File: config.mk
export PLATFORM = sky130hd
export DESIGN_NAME = seg_scan_ctrl
export DESIGN_NICKNAME = d
export VERILOG_FILES = /design/src/rtl/seg_pkg.sv /design/src/rtl/seg_hex_dec.sv /design/src/rtl/seg_scan_ctrl.sv
export SDC_FILE = /design/constraint.sdc
export NUM_CORES = 1
export LEC_CHECK = 0
export BUFFER_PORTS_ARGS = -buffer_cell sky130_fd_sc_hd__buf_4
export CORE_MARGIN = 4
export CORE_UTILIZATION = 60
export DETAILED_ROUTE_END_ITERATION = 16
export GPL_ROUTABILITY_DRIVEN = 1
export PLACE_DENSITY_LB_ADDON = 0.12
export REMOVE_ABC_BUFFERS = 1
export SYNTH_ARGS = -nofsm -noshare
export SYNTH_HDL_FRONTEND = slang
export SYNTH_SLANG_ARGS = --single-unit
File: constraint.sdc
create_clock -name clk -period 6.3 [get_ports clk]
set_input_delay 0.63 -clock clk [delete_from_list [all_inputs] [get_ports clk]]
set_output_delay 0.63 -clock clk [all_outputs]
set_load 0.01 [all_outputs]
File: src/rtl/seg_pkg.sv
// Shared definitions for the multiplexed seven-segment scan controller:
// FSM state encoding, default timing constants and the hex segment table.
package seg_pkg;

    // Two-state scan FSM: guard time with every anode off, then one digit lit.
    typedef enum logic {
        ST_BLANK = 1'b0,
        ST_ON    = 1'b1
    } state_t;

    // 1 ms digit on-time and 10 us guard time at 100 MHz.
    localparam int SCAN_DIV_DEFAULT  = 100000;
    localparam int BLANK_DIV_DEFAULT = 1000;

    // Cycle counter width; covers both dividers up to 131071.
    localparam int CNT_W = 17;

    // Active-high segment patterns, bit order g..a, for 0-9, A, b, C, d, E, F.
    localparam logic [6:0] SEG_TABLE [16] = '{
        7'h3F, 7'h06, 7'h5B, 7'h4F,
        7'h66, 7'h6D, 7'h7D, 7'h07,
        7'h7F, 7'h6F, 7'h77, 7'h7C,
        7'h39, 7'h5E, 7'h79, 7'h71
    };

endpackage

File: src/rtl/seg_hex_dec.sv
// Combinational hex-nibble to seven-segment decoder (active-high, g..a).
module seg_hex_dec
    import seg_pkg::*;
(
    input  logic [3:0] i_nibble,
    output logic [6:0] o_pattern
);

    // Straight table lookup; polarity inversion is left to the caller.
    always_comb begin
        o_pattern = SEG_TABLE[i_nibble];
    end

endmodule

File: src/rtl/seg_scan_ctrl.sv
// Four-digit multiplexed seven-segment scan controller.
// Alternates an all-off guard period with one lit digit, walks the digits
// 0..3, and displays a per-frame snapshot of the inputs with optional
// leading-zero suppression. All display outputs are registered.
module seg_scan_ctrl
    import seg_pkg::*;
#(
    parameter int SCAN_DIV  = SCAN_DIV_DEFAULT,
    parameter int BLANK_DIV = BLANK_DIV_DEFAULT
) (
    input  logic        clk,
    input  logic        rst,
    input  logic [15:0] din,
    input  logic [3:0]  dp_in,
    input  logic        lz_en,
    output logic [3:0]  an,
    output logic [6:0]  seg,
    output logic        dp,
    output logic        frame_tick
);

    localparam logic [CNT_W-1:0] SCAN_LAST  = CNT_W'(SCAN_DIV - 1);
    localparam logic [CNT_W-1:0] BLANK_LAST = CNT_W'(BLANK_DIV - 1);

    // Scan state
    state_t           r_state;
    logic [CNT_W-1:0] r_cnt;
    logic [1:0]       r_idx;
    logic             r_first;

    // Input snapshot
    logic [15:0]      r_snap_din;
    logic [3:0]       r_snap_dp;
    logic             r_snap_lz;

    // Registered outputs
    logic [3:0]       r_an;
    logic [6:0]       r_seg;
    logic             r_dp;
    logic             r_frame_tick;

    // Next-state and decode signals
    state_t           w_state_next;
    logic             w_done;
    logic             w_wrap;
    logic             w_load;
    logic [1:0]       w_idx_next;
    logic [15:0]      w_din_next;
    logic [3:0]       w_dp_next;
    logic             w_lz_next;
    logic [15:0]      w_upper;
    logic [3:0]       w_nibble;
    logic             w_blank_digit;
    logic [6:0]       w_pattern;
    logic [3:0]       w_an_next;
    logic [6:0]       w_seg_next;
    logic             w_dp_out_next;

    seg_hex_dec u_hex_dec (
        .i_nibble  (w_nibble),
        .o_pattern (w_pattern)
    );

    // Next state, digit index and the snapshot value that will be in effect
    // after this edge. Display decode looks at the post-load snapshot so a
    // digit entered on the same edge as a load already shows the new data.
    always_comb begin
        // NOTE: every signal gets a default first so no path leaves a
        // combinational output unassigned, which would infer a latch.
        w_state_next = r_state;
        w_done       = (r_state == ST_ON) ? (r_cnt == SCAN_LAST)
                                          : (r_cnt == BLANK_LAST);
        if (w_done) begin
            w_state_next = (r_state == ST_ON) ? ST_BLANK : ST_ON;
        end

        w_wrap     = (r_state == ST_ON) && w_done && (r_idx == 2'd3);
        w_idx_next = ((r_state == ST_ON) && w_done) ? r_idx + 2'd1 : r_idx;
        w_load     = r_first || w_wrap;

        w_din_next = w_load ? din   : r_snap_din;
        w_dp_next  = w_load ? dp_in : r_snap_dp;
        w_lz_next  = w_load ? lz_en : r_snap_lz;

        // Digit i is blank under suppression when nibbles i..3 are all zero.
        w_upper       = w_din_next >> {w_idx_next, 2'b00};
        w_nibble      = w_upper[3:0];
        w_blank_digit = w_lz_next && (w_idx_next != 2'd0) && (w_upper == 16'h0000);
    end

    // Active-low output values for the state being entered.
    always_comb begin
        w_an_next     = 4'hF;
        w_seg_next    = 7'h7F;
        w_dp_out_next = 1'b1;
        if ((w_state_next == ST_ON) && !w_blank_digit) begin
            w_an_next     = ~(4'b0001 << w_idx_next);
            w_seg_next    = ~w_pattern;
            w_dp_out_next = ~w_dp_next[w_idx_next];
        end
    end

    // FSM state, divider counter and digit index.
    always_ff @(posedge clk or posedge rst) begin
        // NOTE: sequential state uses non-blocking assignments so every
        // register samples the pre-edge values, independent of statement order.
        if (rst) begin
            r_state <= ST_BLANK;
            r_cnt   <= '0;
            r_idx   <= 2'd0;
            r_first <= 1'b1;
        end else begin
            r_state <= w_state_next;
            r_cnt   <= w_done ? '0 : r_cnt + 1'b1;
            r_idx   <= w_idx_next;
            r_first <= 1'b0;
        end
    end

    // Input snapshot, loaded once after reset and at every frame wrap.
    always_ff @(posedge clk or posedge rst) begin
        if (rst) begin
            r_snap_din <= '0;
            r_snap_dp  <= '0;
            r_snap_lz  <= 1'b0;
        end else if (w_load) begin
            r_snap_din <= din;
            r_snap_dp  <= dp_in;
            r_snap_lz  <= lz_en;
        end
    end

    // Registered display outputs and the frame marker, aligned with the
    // edge that enters the new state or loads the snapshot.
    always_ff @(posedge clk or posedge rst) begin
        if (rst) begin
            r_an         <= 4'hF;
            r_seg        <= 7'h7F;
            r_dp         <= 1'b1;
            r_frame_tick <= 1'b0;
        end else begin
            r_an         <= w_an_next;
            r_seg        <= w_seg_next;
            r_dp         <= w_dp_out_next;
            r_frame_tick <= w_load;
        end
    end

    assign an         = r_an;
    assign seg        = r_seg;
    assign dp         = r_dp;
    assign frame_tick = r_frame_tick;

endmodule
Yosys cells after proc, flatten, opt, wreduce, memory -nomap -nowiden
Memories as Yosys holds them, arrays and structs flattened.
Cells that the tools add are included.
- $add $sub $neg: 2
- $lt $le $gt $ge: 2
- eq/ne operators: 3
- shift-type cells: 2
- multiplexer cells: 15
- bitwise operators: 4
- reductions and logical operators: 9
- operator list (cell ; number):
    $mux W7 ; 3
    $add A17 B1 Y17 const B ; 1
    $eq A17 B10 Y1 const B ; 1
    $eq A17 B17 Y1 const B ; 1
    $mux W17 ; 1
    $logic_not A16 Y1 ; 1
    $mux W16 ; 1
    $shr A16 B4 Y16 ; 1
    $mux W4 ; 2
    $not A7 Y7 ; 1
    $mux W1 ; 6
    $ge A5 B5 Y1 const B ; 1
    $logic_and A1 B1 Y1 ; 5
    $not A4 Y5 ; 1
    $not A4 Y4 ; 1
    $shl A1 B2 Y4 const A ; 1
    $lt A2 B3 Y1 const B ; 1
    $add A2 B1 Y2 const B ; 1
    $bmux W1 S2 ; 1
    $eq A2 B2 Y1 const B ; 1
    $mux W2 ; 1
    $reduce_bool A2 Y1 ; 1
    $logic_not A1 Y1 ; 1
    $logic_or A1 B1 Y1 ; 1
    $not A1 Y1 ; 1
- register bits after elaboration: 55
- memory bits (read-only): 112
- input bits: 23
- output and inout port bits: 13
- word-level logic and storage cells: 49
- memories kept: 1
- memories (memory ; words ; bits a word ; read ports ; clocked after memory_dff ; wr ports ; line ; RTL):
    (no name shown) ; 16 ; 7 ; 1 ; 0 ; 0 ; seg_hex_dec.sv:11 ; o_pattern = SEG_TABLE[i_nibble];

Depth between registers and ports, before layout
- word-level depth: 13
- depth in mapped cells: 15
- mapped depth without buffers: 13

Cells and area by module
From an unflattened synthesis, not the netlist that was laid out.
- cells, all modules: 256
- area total of the unflattened synthesis: 2890.3 um^2
- by module, submodules not included (module ; times used ; cells each ; area an instance (um^2) ; sequential area each (um^2)):
    seg_scan_ctrl ; 1 ; 223 ; 2602.5 ; 1392.6
    seg_hex_dec ; 1 ; 33 ; 287.8 ; 0.0

Least setup slack after synthesis
Ideal clock, no wire load.
- kind: register -> register
- from: reg r_cnt[0]
- to: reg r_seg[0] (netlist: seg[0])
- setup time: 0.081 ns
- arrival: 3.541 ns
- data required time: 6.219 ns
- path slack: 2.679 ns
- stages on the path, launching flop included: 14
- buffers on the path: 1
- clock period less this slack: 3.621 ns
- cells stage by stage: dfrtp_1 > ha_1 > and4_1 > nand2_2 > o41ai_4 > buf_6 > mux2_2 > mux2_1 > a21oi_1 > ha_1 > o221ai_2 > nor4_4 > nor2_2 > a32oi_1
- cells in the longest elaborated chain, start to end: 13
- RTL lines (element ; line ; RTL):
    from (decl) ; seg_scan_ctrl.sv:27 ; logic [CNT_W-1:0] r_cnt;
    from (signal assigned) ; seg_scan_ctrl.sv:114 ; r_cnt <= w_done ? '0 : r_cnt + 1'b1;
    $eq A17 B10 Y1 / $eq A17 B17 Y1 (equally long branches) ; seg_scan_ctrl.sv:72, seg_scan_ctrl.sv:71 ;
    $mux W1 * ; seg_scan_ctrl.sv:71 ; w_done = (r_state == ST_ON) ? (r_cnt == SCAN_LAST)
    $logic_and A1 B1 Y1 * (2 in a row) ; seg_scan_ctrl.sv:77 ; w_wrap = (r_state == ST_ON) && w_done && (r_idx == 2'd3);
    $logic_or A1 B1 Y1 * ; seg_scan_ctrl.sv:79 ; w_load = r_first || w_wrap;
    $mux W16 * ; - ;
    via w_din_next[13] ; seg_scan_ctrl.sv:48 ; logic [15:0] w_din_next;
    $shr A16 B4 Y16 * ; seg_scan_ctrl.sv:86 ; w_upper = w_din_next >> {w_idx_next, 2'b00};
    $not A4 Y5 (not written as such) ; seg_hex_dec.sv:11 ;
    $mem_v2 Z16 W7 ; - ;
    $mux W7 (not written as such) (2 in a row) ; seg_hex_dec.sv:11 ;
    $not A7 Y7 ; seg_scan_ctrl.sv:98 ; w_seg_next = ~w_pattern;
    $mux W7 * ; seg_scan_ctrl.sv:96 ; if ((w_state_next == ST_ON) && !w_blank_digit) begin
    via w_seg_next[0] ; seg_scan_ctrl.sv:56 ; logic [6:0] w_seg_next;
    to (signal assigned) ; seg_scan_ctrl.sv:143 ; r_seg <= w_seg_next;
    to (decl) ; seg_scan_ctrl.sv:38 ; logic [6:0] r_seg;
Mark *: on every way through the listed nets, which the timed path passes. The rest lies on a longest branch. The select of a mux whose other input is x is not followed.

Worst setup path in the final report
Same ends and word-level chain as after synthesis.

==> results.txt <==
The flow ran to the end, and the final reports show no timing, DRC or antenna violations. For the placer congestion estimate, the log shows 0.926. The analysis attributes to net switching a power of 0.000164 W. Top cell type's share of synthesized area: 0.355.

The number of synthesized flops with an enable pin is 0. The flip-flop cell with the highest count after synthesis was sky130_fd_sc_hd__dfrtp_1. Entering global routing, the biggest net connects 56 pins. Ranked by total cell area, the synthesized netlist is headed by sky130_fd_sc_hd__dfrtp_1 36%, sky130_fd_sc_hd__dfstp_2 12%, sky130_fd_sc_hd__mux2i_1 6.1%, sky130_fd_sc_hd__mux2_2 5.7%, sky130_fd_sc_hd__ha_1 3.4%. The switching power as a share of total power came out at 0.244.

The run gives 1.54 nW as the leakage component of the power. The time the worst path needs with I/O delays and setup is 4.31 ns. The logs give 6110 um^2 for the die area and 0.0401 for the met3 track utilization from global routing. The multi-input combinational cells in the finished layout cover a total of 1440 um^2. In this design, the stage delay of the slowest critical-path cell is 1.06 ns. For the number of cell rows, the log shows 25. The via count of the first global-routing pass is 2,033, and the wire length reported by the detailed router is 5760 um. For the number of buffers created by CTS, the log shows 5. Of all cell types, the one taking the most synthesized area is sky130_fd_sc_hd__dfrtp_1.

Across the whole layout, storage elements account for 1390 um^2. The root buffer cell chosen for the clock tree is sky130_fd_sc_hd__clkbuf_8. The logs give 232 MHz for the upper clock frequency limit and 4 for the total iterations of the first detailed-routing run. For the number of standard cells after synthesis, the log shows 269. For the pin with the worst max-slew slack, the measured transition is 1.15 ns. The run gives 0.622 as the initial cell density of the core. Setup repair after global routing left no endpoint under its margin. The clock arrives with 0.00922 ns of skew.

The largest individual stage delay along the critical path comes from the cell sky130_fd_sc_hd__o41ai_4. TritonCTS built the clock tree. Summing every instance area after synthesis gives 2960 um^2. The routed length per placed instance was 15.3 um; the total power density per cell area was 199 nW/um^2. In this run the tool buffered the top-level ports with 35 buffer cells. The logs give 61 for the unique cell type count in the Yosys netlist and 0.314 for the part of the total power dissipated in the clock network. The floorplan step set the die width to 78.2 um. The final-layout fill cell count is 370. For the part of the power in combinational logic, the log shows 0.131. Synthesis-to-layout area growth: 14.3%. Critical path capture point type: a flip-flop.

Clock latency on the worst-skew pair, taken at its later pin, is 0.31 ns. The number of nets with antenna violations after routing is 0, and the data required time at the worst endpoint is 6.54 ns. In this run the number of H-tree levels came out at 2. The first global-routing pass estimated 9930 um of wire.

The run gives 0 as the number of failing setup endpoints in the final timing report. Detailed placement ended at an HPWL of 4320 um. The core region is 4750 um^2.

Worst hold slack across all endpoints: 0.488 ns. The endpoint arrival time on the critical path was 4.55 ns. The run gives 0.229 as the normalized max-slew margin.

The first routing iteration left 121 violations. The worst slack at placement is 2.02 ns, and the internal power component is 0.000508 W. The fraction of registers with async set or reset after synthesis is 1.00, and the all-layer global routing usage is 0.206. The commonest cells after synthesis are 42 x sky130_fd_sc_hd__dfrtp_1, 22 x sky130_fd_sc_hd__nand2_1, 22 x sky130_fd_sc_hd__nor2_1, 20 x sky130_fd_sc_hd__inv_1, 18 x sky130_fd_sc_hd__mux2i_1.

The share of the clock period used by the worst path works out to 0.684. Busiest layer in global routing: met1. The number of buffers inserted to repair setup after CTS is 0, and the register area share after synthesis is 0.471.

The fraction of final layout cells with drive strength greater than 1 works out to 0.307. The signal on the critical path passes through ha_1, and4_1, nand2_2, o41ai_4, mux2_2, mux2_1, a21oi_1, ha_1, o221ai_2, nor4_4, nor2_2, a32oi_1. Post-route setup TNS: 0 ns. The number of antenna violations at the first check in global routing was 0; the final-report max-slew violation count was 0. Among the stages of the critical path, the cell type that occurs most often is sky130_fd_sc_hd__ha_1. The tree built by TritonCTS fans out to 55 sinks. The tools report the startpoint type of the worst setup path as a flip-flop. The average via count per standard cell is 5.45. Number of remaining DRC errors: 0. After clock tree synthesis, the clock-pin slew on the worst setup and hold paths is 0.09 ns.

The worst-case IR drop observed on VDD is 0.159 mV. The global routing met2 resource utilization is 0.297. Met1 track utilization from global routing: 0.317. 0 antenna diodes ended up in the layout. Number of buffers on the longest clock path: 2.

The tools report the final count of hold timing violations as 0. The tool flagged a number of max-cap violations equal to 0. Excluding fillers, the count of instances in the completed layout stands at 376. The path category of the worst min-delay check is reg -> reg.

The net count of the finished layout is 339. Each instance of the synthesized netlist takes up on average 11.0 um^2. During synthesis, Yosys emitted a total of 0 warnings.

The die span in y works out to 78.2 um. The number of hold buffers added after cts came out at 0. The highest fanout seen on the critical path works out to 17. Detailed routing inserted a total of 2,049 vias. Counting flops and latches in the post-synthesis netlist gives 55.

The leftover overflow at the end of global routing is 0. Setup slack on the critical path of the routed design comes to 1.99 ns. The tools report the number of top-level pins as 36. The logs give 368 for the placed instance count and 0 for the number of gates resized after CTS.

The tools report the relative contribution of sequential cells to total power as 0.555. Category of the critical setup timing path: reg -> reg. By instance count, the leading cell after synthesis is sky130_fd_sc_hd__dfrtp_1.
==> layout by cell type (no fill, tap or decap), drive strengths merged, types with 7 or more instances in the layout <==
cell,Yosys,layout
mux2,17,17
xor2,9,9
dfrtp,42,42
xnor2,7,7
dfstp,13,13
clkbuf,1,7
nor2,23,23
nor3,8,8
inv,20,20
ha,8,8
nand2,24,24
buf,5,38
nand3,14,14
mux2i,18,18
==> worst max-delay path, delay by kind of cell, from the launching register on <==
kind,cells,cell delay (ns)
adder cells (fa/ha/maj),2,0.50
multiplexers,2,0.75
flip-flops,1,0.40
AND/OR/NAND/NOR,4,0.78
AO/OA/AOI/OAI,4,1.80
==> power by group through the flow <==
stage / Combinational, W / Clock (W) / Sequential (W)
finish: 0.0000881 / 0.000211 / 0.000373
global route: 0.0000981 / 0.000229 / 0.000375
CTS: 0.0000885 / 0.000215 / 0.000373
detailed placement: 0.0000884 / 0 / 0.000380
global placement: 0.0000868 / 0 / 0.000379
floorplan: 0.0000610 / 0 / 0.000378
==> cells by family (layout without fill, tap and decap cells) <==
logic type / count (synthesis) / count (layout) / share of synthesized area
and+or+nand+nor: 95 / 95 / 0.176
buffers and inverters: 26 / 66 / 0.0419
DFF: 55 / 55 / 0.471
other: 1 / 1 / 0.00127
AOI/OAI and AO/OA: 32 / 32 / 0.0939
muxes: 36 / 36 / 0.135
adders and majority gates: 8 / 8 / 0.0339
xor gates and xnor gates: 16 / 16 / 0.0474
==> final timing paths <==
kind	end	slack [ns]	startpoint	cells after the start
max	seg[0]$_DFF_PP1_	1.99	r_cnt[0]$_DFF_PP0_	12
min	r_snap_din[1]$_DFF_PP0_	0.49	r_snap_din[1]$_DFF_PP0_	2
max reg2reg	seg[0]$_DFF_PP1_	1.99	r_cnt[0]$_DFF_PP0_	12
min reg2reg	r_snap_din[1]$_DFF_PP0_	0.49	r_snap_din[1]$_DFF_PP0_	2
max in group asynchronous	r_snap_din[12]$_DFF_PP0_	5.36	rst	3
min in group asynchronous	r_cnt[2]$_DFF_PP0_	0.50	rst	3
==> sequential cells by signal, summed over array words and instances, names as in the netlist <==
signal / flops
r_state: 1
seg: 7
dp: 1
r_cnt: 17
r_snap_lz: 1
r_snap_dp: 4
r_first: 1
r_idx: 2
an: 4
r_snap_din: 16
frame_tick: 1
==> layer usage <==
metal / vias to the layer above / share of wire
li1: 1021 / -
met1: 973 / 0.51
met4: 0 / 0.0050
met5: - / 0
met3: 2 / 0.043
met2: 53 / 0.44
==> metrics by stage <==
step,util,total power [W],area [um^2]
floorplan,-,0.000439,2910
global placement,0.689,0.000466,3280
detailed placement,0.689,0.000468,3280
CTS,0.711,0.000676,3380
global route,0.711,0.000702,3380
finish,0.711,0.000672,3380
==> cell type report <==
| class | instances | share of cell area |
|---|---|---|
| Clock buffer | 7 | 0.0285 |
| Clock inverter | 1 | 0.00222 |
| Inverter | 20 | 0.0222 |
| Multi-Input combinational cell | 188 | 0.426 |
| Sequential cell | 55 | 0.412 |
| Tap cell | 67 | 0.0248 |
| Timing Repair Buffer | 38 | 0.0844 |
Note: power is estimated with default switching activity, not from simulation.
